File: src/rtl/bbox_locate_isp_if.sv
// Video-in / bounding-box-out bundle for bbox_locate_isp.
// The master drives the mask stream and timing; the slave (the locator) drives the window bounds.
interface bbox_locate_isp_if #(
  parameter int CNT_W  = 12,
  parameter int PCNT_W = 20
) ();
  logic              i_bin;
  logic              i_hsync;
  logic              i_vsync;
  logic              i_de;
  logic [CNT_W-1:0]  hcount_l;
  logic [CNT_W-1:0]  hcount_r;
  logic [CNT_W-1:0]  vcount_l;
  logic [CNT_W-1:0]  vcount_r;
  logic              o_valid;
  logic              o_frame_done;
  logic [PCNT_W-1:0] o_pix_cnt;

  modport master (
    output i_bin, i_hsync, i_vsync, i_de,
    input  hcount_l, hcount_r, vcount_l, vcount_r, o_valid, o_frame_done, o_pix_cnt
  );

  modport slave (
    input  i_bin, i_hsync, i_vsync, i_de,
    output hcount_l, hcount_r, vcount_l, vcount_r, o_valid, o_frame_done, o_pix_cnt
  );
endinterface

File: src/rtl/bbox_locate_isp.sv
// Streaming foreground bounding-box locator; publishes exclusive window bounds at each vsync edge.
// Optional `BBOX_MARGIN_EN widens the box by MARGIN (clamped) and adds one publish pipeline stage.
module bbox_locate_isp #(
  parameter int CNT_W      = 12,
  parameter int MIN_PIXELS = 64,
  parameter int PCNT_W     = 20,
  parameter int SYNC_POL   = 1,
  parameter int MARGIN     = 8,
  parameter int H_ACTIVE   = 640,
  parameter int V_ACTIVE   = 480
) (
  input  logic             pixelclk,
  input  logic             reset_n,
  bbox_locate_isp_if.slave bus
);

  localparam logic              POL  = (SYNC_POL != 0);
  localparam logic [CNT_W-1:0]  CMAX = '1;
  localparam logic [CNT_W-1:0]  X1   = CNT_W'(1);
  localparam logic [CNT_W:0]    W1   = (CNT_W+1)'(1);
  localparam logic [PCNT_W-1:0] PMAX = '1;
  localparam logic [PCNT_W-1:0] P1   = PCNT_W'(1);
  localparam logic [PCNT_W-1:0] PMIN = PCNT_W'(MIN_PIXELS);
`ifdef BBOX_MARGIN_EN
  localparam logic MARGIN_ON = 1'b1;
`else
  localparam logic MARGIN_ON = 1'b0;
`endif
  localparam logic [CNT_W:0] M_EFF = MARGIN_ON ? (CNT_W+1)'(MARGIN) : (CNT_W+1)'(0);
  localparam logic [CNT_W:0] H_LIM = MARGIN_ON ? (CNT_W+1)'(H_ACTIVE) : {1'b0, CMAX};
  localparam logic [CNT_W:0] V_LIM = MARGIN_ON ? (CNT_W+1)'(V_ACTIVE) : {1'b0, CMAX};

  // Without the margin feature M_EFF is 0 and the limits are all-ones, giving the exact bounds.
  function automatic logic [CNT_W-1:0] lo_bound(input logic [CNT_W-1:0] v);
    logic [CNT_W:0] t;
    t = (v == '0) ? '0 : ({1'b0, v} - W1);
    t = (t < M_EFF) ? '0 : (t - M_EFF);
    return t[CNT_W-1:0];
  endfunction

  function automatic logic [CNT_W-1:0] hi_bound(input logic [CNT_W-1:0] v,
                                                input logic [CNT_W:0]   lim);
    logic [CNT_W:0] t;
    t = (v == CMAX) ? {1'b0, CMAX} : ({1'b0, v} + W1);
    t = t + M_EFF;
    if (t > lim) t = lim;
    return t[CNT_W-1:0];
  endfunction

  logic r_bin1, r_de1, r_hs1, r_vs1, r_vs_act_d, r_de_d, r_armed;
  logic [CNT_W-1:0]  r_x, r_y, r_xmin, r_xmax, r_ymin, r_ymax;
  logic [PCNT_W-1:0] r_pcnt;
  logic [CNT_W-1:0]  r_hl, r_hr, r_vl, r_vr;
  logic              r_valid, r_done;
  logic [PCNT_W-1:0] r_pix_cnt;

  logic w_vs_act, w_vs_edge, w_hs_act, w_de_fall, w_hit, w_pub, w_ok;
  logic [CNT_W-1:0] w_hl, w_hr, w_vl, w_vr;

  always_ff @(posedge pixelclk or negedge reset_n) begin
    if (!reset_n) begin
      r_bin1     <= 1'b0;
      r_de1      <= 1'b0;
      r_hs1      <= ~POL;
      r_vs1      <= ~POL;
      r_vs_act_d <= 1'b0;
      r_de_d     <= 1'b0;
    end else begin
      r_bin1     <= bus.i_bin;
      r_de1      <= bus.i_de;
      r_hs1      <= bus.i_hsync;
      r_vs1      <= bus.i_vsync;
      r_vs_act_d <= w_vs_act;
      r_de_d     <= r_de1;
    end
  end

  assign w_vs_act  = (r_vs1 == POL);
  assign w_hs_act  = (r_hs1 == POL);
  assign w_vs_edge = w_vs_act & ~r_vs_act_d;
  assign w_de_fall = r_de_d & ~r_de1;
  assign w_hit     = r_de1 & r_bin1 & ~w_vs_edge;

  // hsync only ever lands in blanking where x is already cleared; it just guards odd timing.
  always_ff @(posedge pixelclk or negedge reset_n) begin
    if (!reset_n) begin
      r_x <= '0;
      r_y <= '0;
    end else begin
      if (r_de1) begin
        if (r_x != CMAX) r_x <= r_x + X1;
      end else if (w_de_fall || w_hs_act) begin
        r_x <= '0;
      end
      if (w_vs_edge)                      r_y <= '0;
      else if (w_de_fall && r_y != CMAX) r_y <= r_y + X1;
    end
  end

  always_ff @(posedge pixelclk or negedge reset_n) begin
    if (!reset_n) begin
      r_xmin  <= '1;
      r_xmax  <= '0;
      r_ymin  <= '1;
      r_ymax  <= '0;
      r_pcnt  <= '0;
      r_armed <= 1'b0;
    end else if (w_vs_edge) begin
      r_xmin  <= '1;
      r_xmax  <= '0;
      r_ymin  <= '1;
      r_ymax  <= '0;
      r_pcnt  <= '0;
      r_armed <= 1'b1;
    end else if (w_hit) begin
      if (r_x < r_xmin) r_xmin <= r_x;
      if (r_x > r_xmax) r_xmax <= r_x;
      if (r_y < r_ymin) r_ymin <= r_y;
      if (r_y > r_ymax) r_ymax <= r_y;
      if (r_pcnt != PMAX) r_pcnt <= r_pcnt + P1;
    end
  end

  assign w_pub = w_vs_edge & r_armed;
  assign w_ok  = (r_pcnt >= PMIN);
  assign w_hl  = lo_bound(r_xmin);
  assign w_hr  = hi_bound(r_xmax, H_LIM);
  assign w_vl  = lo_bound(r_ymin);
  assign w_vr  = hi_bound(r_ymax, V_LIM);

  logic              w_s_pub, w_s_ok;
  logic [PCNT_W-1:0] w_s_cnt;
  logic [CNT_W-1:0]  w_s_hl, w_s_hr, w_s_vl, w_s_vr;

`ifdef BBOX_MARGIN_EN
  logic              r_s_pub, r_s_ok;
  logic [PCNT_W-1:0] r_s_cnt;
  logic [CNT_W-1:0]  r_s_hl, r_s_hr, r_s_vl, r_s_vr;

  always_ff @(posedge pixelclk or negedge reset_n) begin
    if (!reset_n) begin
      r_s_pub <= 1'b0;
      r_s_ok  <= 1'b0;
      r_s_cnt <= '0;
      r_s_hl  <= '0;
      r_s_hr  <= '0;
      r_s_vl  <= '0;
      r_s_vr  <= '0;
    end else begin
      r_s_pub <= w_pub;
      if (w_pub) begin
        r_s_ok  <= w_ok;
        r_s_cnt <= r_pcnt;
        r_s_hl  <= w_hl;
        r_s_hr  <= w_hr;
        r_s_vl  <= w_vl;
        r_s_vr  <= w_vr;
      end
    end
  end

  assign w_s_pub = r_s_pub;
  assign w_s_ok  = r_s_ok;
  assign w_s_cnt = r_s_cnt;
  assign w_s_hl  = r_s_hl;
  assign w_s_hr  = r_s_hr;
  assign w_s_vl  = r_s_vl;
  assign w_s_vr  = r_s_vr;
`else
  assign w_s_pub = w_pub;
  assign w_s_ok  = w_ok;
  assign w_s_cnt = r_pcnt;
  assign w_s_hl  = w_hl;
  assign w_s_hr  = w_hr;
  assign w_s_vl  = w_vl;
  assign w_s_vr  = w_vr;
`endif

  always_ff @(posedge pixelclk or negedge reset_n) begin
    if (!reset_n) begin
      r_done    <= 1'b0;
      r_valid   <= 1'b0;
      r_pix_cnt <= '0;
      r_hl      <= '0;
      r_hr      <= '0;
      r_vl      <= '0;
      r_vr      <= '0;
    end else begin
      r_done <= w_s_pub;
      if (w_s_pub) begin
        r_valid   <= w_s_ok;
        r_pix_cnt <= w_s_cnt;
        if (w_s_ok) begin
          r_hl <= w_s_hl;
          r_hr <= w_s_hr;
          r_vl <= w_s_vl;
          r_vr <= w_s_vr;
        end
      end
    end
  end

  assign bus.hcount_l     = r_hl;
  assign bus.hcount_r     = r_hr;
  assign bus.vcount_l     = r_vl;
  assign bus.vcount_r     = r_vr;
  assign bus.o_valid      = r_valid;
  assign bus.o_frame_done = r_done;
  assign bus.o_pix_cnt    = r_pix_cnt;

endmodule

File: src/flat_wrapper.sv
// flat-port wrapper written by rule: the top's interface ports become plain ports
module bbox_locate_isp_flat 
#(
  parameter int CNT_W      = 12,
  parameter int MIN_PIXELS = 64,
  parameter int PCNT_W     = 20,
  parameter int SYNC_POL   = 1,
  parameter int MARGIN     = 8,
  parameter int H_ACTIVE   = 640,
  parameter int V_ACTIVE   = 480
)
  (pixelclk, reset_n, bus_i_bin, bus_i_hsync, bus_i_vsync, bus_i_de, bus_hcount_l, bus_hcount_r, bus_vcount_l, bus_vcount_r, bus_o_valid, bus_o_frame_done, bus_o_pix_cnt);
  bbox_locate_isp_if #(.CNT_W(CNT_W), .PCNT_W(PCNT_W)) bus_i ();
  input  logic pixelclk;
  input  logic reset_n;
  input wire logic [$bits(bus_i.i_bin)-1:0] bus_i_bin;
  input wire logic [$bits(bus_i.i_hsync)-1:0] bus_i_hsync;
  input wire logic [$bits(bus_i.i_vsync)-1:0] bus_i_vsync;
  input wire logic [$bits(bus_i.i_de)-1:0] bus_i_de;
  output wire logic [$bits(bus_i.hcount_l)-1:0] bus_hcount_l;
  output wire logic [$bits(bus_i.hcount_r)-1:0] bus_hcount_r;
  output wire logic [$bits(bus_i.vcount_l)-1:0] bus_vcount_l;
  output wire logic [$bits(bus_i.vcount_r)-1:0] bus_vcount_r;
  output wire logic [$bits(bus_i.o_valid)-1:0] bus_o_valid;
  output wire logic [$bits(bus_i.o_frame_done)-1:0] bus_o_frame_done;
  output wire logic [$bits(bus_i.o_pix_cnt)-1:0] bus_o_pix_cnt;
  assign bus_i.i_bin = bus_i_bin;
  assign bus_i.i_hsync = bus_i_hsync;
  assign bus_i.i_vsync = bus_i_vsync;
  assign bus_i.i_de = bus_i_de;
  assign bus_hcount_l = bus_i.hcount_l;
  assign bus_hcount_r = bus_i.hcount_r;
  assign bus_vcount_l = bus_i.vcount_l;
  assign bus_vcount_r = bus_i.vcount_r;
  assign bus_o_valid = bus_i.o_valid;
  assign bus_o_frame_done = bus_i.o_frame_done;
  assign bus_o_pix_cnt = bus_i.o_pix_cnt;
  bbox_locate_isp #(.CNT_W(CNT_W), .MIN_PIXELS(MIN_PIXELS), .PCNT_W(PCNT_W), .SYNC_POL(SYNC_POL), .MARGIN(MARGIN), .H_ACTIVE(H_ACTIVE), .V_ACTIVE(V_ACTIVE)) u_core (.pixelclk(pixelclk), .reset_n(reset_n), .bus(bus_i));
endmodule
File: config.mk
export PLATFORM = sky130hd
export DESIGN_NAME = bbox_locate_isp_flat
export DESIGN_NICKNAME = d
export VERILOG_FILES = /design/src/rtl/bbox_locate_isp_if.sv /design/src/rtl/bbox_locate_isp.sv /design/src/flat_wrapper.sv
export SDC_FILE = /design/constraint.sdc
export NUM_CORES = 1
export LEC_CHECK = 0
export BUFFER_PORTS_ARGS = -buffer_cell sky130_fd_sc_hd__buf_2
export CAP_MARGIN = 25
export CORE_MARGIN = 5
export CORE_UTILIZATION = 25
export DETAILED_ROUTE_END_ITERATION = 12
export GPL_ROUTABILITY_DRIVEN = 0
export MAX_ROUTING_LAYER = met4
export SYNTH_ARGS = -nofsm -noshare
export SYNTH_HDL_FRONTEND = slang
export SYNTH_SLANG_ARGS = --single-unit
export TNS_END_PERCENT = 10
File: constraint.sdc
create_clock -name pixelclk -period 2.9 [get_ports pixelclk]
set_input_delay 0 -clock pixelclk [delete_from_list [all_inputs] [get_ports pixelclk]]
set_output_delay 0 -clock pixelclk [all_outputs]
set_load 0.01 [all_outputs]
# Word-level counts from Yosys, hierarchy flattened
# Index checks and enable logic that the tools add are counted.
# totals
reg_bits	169
output_inout_bits	70
word_cells	98
# op_classes
n_addsub	7
magnitude_cmp	9
n_eq_ne	6
n_mux	28
n_bitwise	8
n_reduce_logical	19
# ops
operator	count
$mux 12	21
$mux 20	3
$mux 13	4
$add 12x1->13 const B	2
$gt 13x12->1 const B	2
$lt 13x1->1 const B	2
$sub 12x1->13 const B	2
$add 12x1->12 const B	2
$eq 12x12->1 const B	2
$gt 12x12->1	2
$logic_not 12->1	2
$lt 12x12->1	2
$ne 12x12->1 const B	2
$add 20x1->20 const B	1
$ge 20x7->1 const B	1
$ne 20x20->1 const B	1
$reduce_bool 2->1	8
$reduce_and 2->1	7
$and 1x1->1	5
$not 1->1	3
$ne 2x2->1 const B	1
$logic_and 1x1->1	1
$logic_or 1x1->1	1

# Longest topological paths before layout
# logic_depth
word_depth	6
mapped_depth	9
mapped_depth_nobuf	7

# Worst setup path after synthesis
# OpenSTA, ideal clock, no wires.
# synth_path
path_type	reg-to-reg
from	register u_core.r_ymin[10]
to	register u_core.r_ymin[10]
setup_ns	0.097
arrival_time_ns	1.972
t_required_ns	2.803
setup_slack_ns	0.831
path_stages_with_launch	9
path_buffers	1
period_less_slack_ns	2.069
cell_sequence	dfstp_2 -> inv_1 -> ha_1 -> a21o_1 -> a211o_1 -> a211oi_2 -> clkbuf_1 -> or3_1 -> nand3_1
# synth_via
elab_chain_len	3
# synth_rtl
item	line_no	text
start, declared	bbox_locate_isp.sv:51	logic [CNT_W-1:0] r_x, r_y, r_xmin, r_xmax, r_ymin, r_ymax;
start signal, assigned	bbox_locate_isp.sv:118	if (r_y < r_ymin) r_ymin <= r_y;
$lt 12x12->1	bbox_locate_isp.sv:118	
$reduce_bool 2->1 (no source line)	-	
$reduce_and 2->1 (no source line)	-	
# No other way between the ends.
# A chain may end at the register's enable or synchronous reset.

# Final worst setup path
# layout_path
from	register u_core.r_ymax[11]
to	register u_core.r_ymax[9]
# layout_via
elab_chain_len	3
# layout_rtl
item	line_no	text
start, declared	bbox_locate_isp.sv:51	
start signal, assigned	bbox_locate_isp.sv:119	if (r_y > r_ymax) r_ymax <= r_y;
$gt 12x12->1	bbox_locate_isp.sv:119	
$reduce_bool 2->1 (no source line)	-	
$reduce_and 2->1 (no source line)	-	
# No other way between the ends.

==> results.toml <==
[run_status]
status = "complete, no violations"

[grt]
grt_util_met1_pct = 17.00
antenna_found_initial = 1
use_met3_pct = 3.161
met2_usage_pct = 18.84
grt_first_pass_wirelength_um = 40640
grtUsageTotal_pct = 12.54
grt_pass1_vias = 7522
grt_overflow = 0
grt_max_degree = 79
grt.busiest_layer = "met2"

[run]
drv_cap = 0

[logic_synthesis]
syn_inst = 980
yosys.area.top_type = "dfrtp_1"
netlist_top_cells_count = "dfrtp_1, nand2_1, o21ai_0, nor2_1, inv_1"
ys_ff_latch = 169
synthDistinctLibCells = 61
synth_edf_count = 0
yosysTopAreaCellShare_pct = 39.26
synth-seq-area-share_pct = 46.08
postSynth.asyncResetShare_pct = 100.0
syn_area_mm2 = 0.009243
ys_top_cells_by_area = "dfrtp_1, ha_1, dfstp_2, nand2_1, o21ai_0"
synth.most_common_cell = "dfrtp_1"
synth_ff_type = "dfrtp_1"
syn_nets = 1040
synth_warnings = 0
syn_area_per_cell_um2 = 9.431

[sta]
slew_headroom_pct = 41.26
worst_pin_slew_ps = 881.0
fin_ws_ps = 388.7
tns_ps = 0
fin_crit_ps = 2511
drv_slew = 0
setup_violations = 0
clock.fmax_ghz = 0.3982
whs_ps = 104.9
skew_ps = 18.31
hold_viol = 0
rsz0062_at_grt = "false"
finalCritPeriodShare_pct = 86.60

[setup_path]
endpoint_kind = "flip-flop"
worst_path_most_repeated_cell = "nand4_1"
worstPathRequired_ps = 3250
crit_arrival_ps = 2860
cp_slowest_stage_delay_ps = 700
crit_fanout = 7
start_kind = "flip-flop"
path_class = "reg -> reg"
crit_start = "u_core.r_ymax[11]"
path_cells = "inv_1 -> ha_1 -> nand4_1 -> o211ai_1 -> nand4_1 -> a21oi_1 -> buf_4 -> mux2i_1"
r2r_slack_ps = 390
critical_path.slowest_cell = "a21oi_1"
r2r-start = "u_core.r_ymax[11]"

[placed_design]
dp_slack_ps = 377.0
port-buffer-count = 75
place_inst = 1533
post_dp_cell_area_mm2 = 0.01045
dp_hpwl_um = 18060

[clocking]
insertion_delay_ps = 430
cts-root-buf = "clkbuf_16"
cts_max_level = 4
cts_num_sinks = 169
cts_resized = 0
postCtsSetupBuffers = 0
cts_hold_buffers = 5
tritoncts = "yes"
clk_path_buf_depth = 2
clk_pin_slew_ps = 70
cts_buffers = 17

[detailed_routing]
drt-initial-drc-count = 427
vias_per_cell = 4.754
avgRoutedWirePerCell_um = 15.56
ant_nets = 0
firstDrtPassIters = 5
routed_wl_um = 24450
num_vias = 7469
drc = 0

[pwr]
ir_worst_vdd_mv = 0.4620
p_leak_nw = 5.084
p_total_mw = 5.642
p_per_area_mw_per_mm2 = 508.1

[worst_hold_path]
hold_class = "in -> async"

[floorplanning]
initial_core_util_pct = 25.31
coreArea_mm2 = 0.03652
io_pins = 76
dieArea_mm2 = 0.04092
dieWidth_um = 202.3
die_h_um = 202.3
placementRows = 70

[cells_and_area]
syn_to_final_growth_pct = 20.13
drive_gt1_share_pct = 19.60
layout.cells.non_filler = 1571
nets = 1149
fin_util_pct = 30.40
fin_area_mm2 = 0.01110
placed cells by master, fill, tap and decap left out, types with 5 or more instances in the layout:
master	instances
a211oi_1	6
a21o_1	7
a21oi_1	37
a31oi_1	5
and2_1	8
and3_1	13
and4_1	6
buf_2	74
buf_4	47
clkbuf_16	17
dfrtp_1	145
dfstp_2	24
dlygate4sd3_1	5
ha_1	54
inv_1	56
mux2_2	18
mux2i_1	33
nand2_1	123
nand2b_1	6
nand3_1	47
nand4_1	25
nor2_1	69
nor3_1	20
nor4_1	11
o211ai_1	9
o21ai_0	83
o21ai_1	9
o31ai_1	5
or3_1	34
xnor2_1	27
xor2_1	10
final timing paths:
path,endpoint,cells past startpoint
worst max-delay path,u_core.r_ymax[9],8
worst min-delay path,u_core.bus.o_pix_cnt[10],2
worst max register to register,u_core.r_ymax[9],8
worst min register to register,u_core.r_vs_act_d,0
max in group asynchronous,u_core.r_xmin[11],3
min in group pixelclk,u_core.r_vs1,2
cells by family after synthesis:
group | after synthesis | synth area share (%)
simple gates | 391 | 21.46
compound gates | 183 | 11.72
flops | 169 | 46.08
buf+inv | 95 | 4.156
fa+ha+maj | 54 | 7.310
mux | 51 | 5.767
xor+xnor | 37 | 3.506
state kept, by name (all words and copies together) (netlist names):
register / cells
u_core.bus.o_pix_cnt: 20
u_core.r_pcnt: 20
u_core.bus.hcount_l: 12
u_core.bus.hcount_r: 12
u_core.bus.vcount_l: 12
u_core.bus.vcount_r: 12
u_core.r_x: 12
u_core.r_xmax: 12
u_core.r_xmin: 12
u_core.r_y: 12
u_core.r_ymax: 12
u_core.r_ymin: 12
u_core.bus.o_frame_done: 1
u_core.bus.o_valid: 1
u_core.r_armed: 1
u_core.r_bin1: 1
u_core.r_de1: 1
u_core.r_de_d: 1
u_core.r_hs1: 1
u_core.r_vs1: 1
u_core.r_vs_act_d: 1
worst max-delay path: cells and delay by family (launching register included):
family                   cells  cell delay [ps]
AO/OA/AOI/OAI                2              820
adder cells (fa/ha/maj)      1              330
buffers and inverters        2              420
flip-flops                   1              400
multiplexers                 1              200
AND/OR/NAND/NOR              2              260
area by class of cell:
class | count | area (um2)
Timing Repair Buffer | 129 | 832.0
Clock inverter | 12 | 165.2
Tap cell | 468 | 585.6
Multi-Input combinational cell | 716 | 4612
Sequential cell | 169 | 4259
Clock buffer | 20 | 436.7
Fill cell | 3817 | 25420
Inverter | 56 | 210.2
Antenna cell | 1 | 2.502
per-layer routing:
metal  vias to the layer above  routed length [um]
li1                       3686                   -
met5                         -                   0
met2                       150               10900
met1                      3608               12050
met3                        25                1170
met4                         0                 321
power breakdown:
part	switching (mW)	internal [mW]	total, mW	leakage, nW
sequential	0.0919	2.48	2.57	2.25
combinational	0.408	0.284	0.692	2.54
clock	1.01	1.37	2.38	0.293
Power figures use the tool's default switching activity.
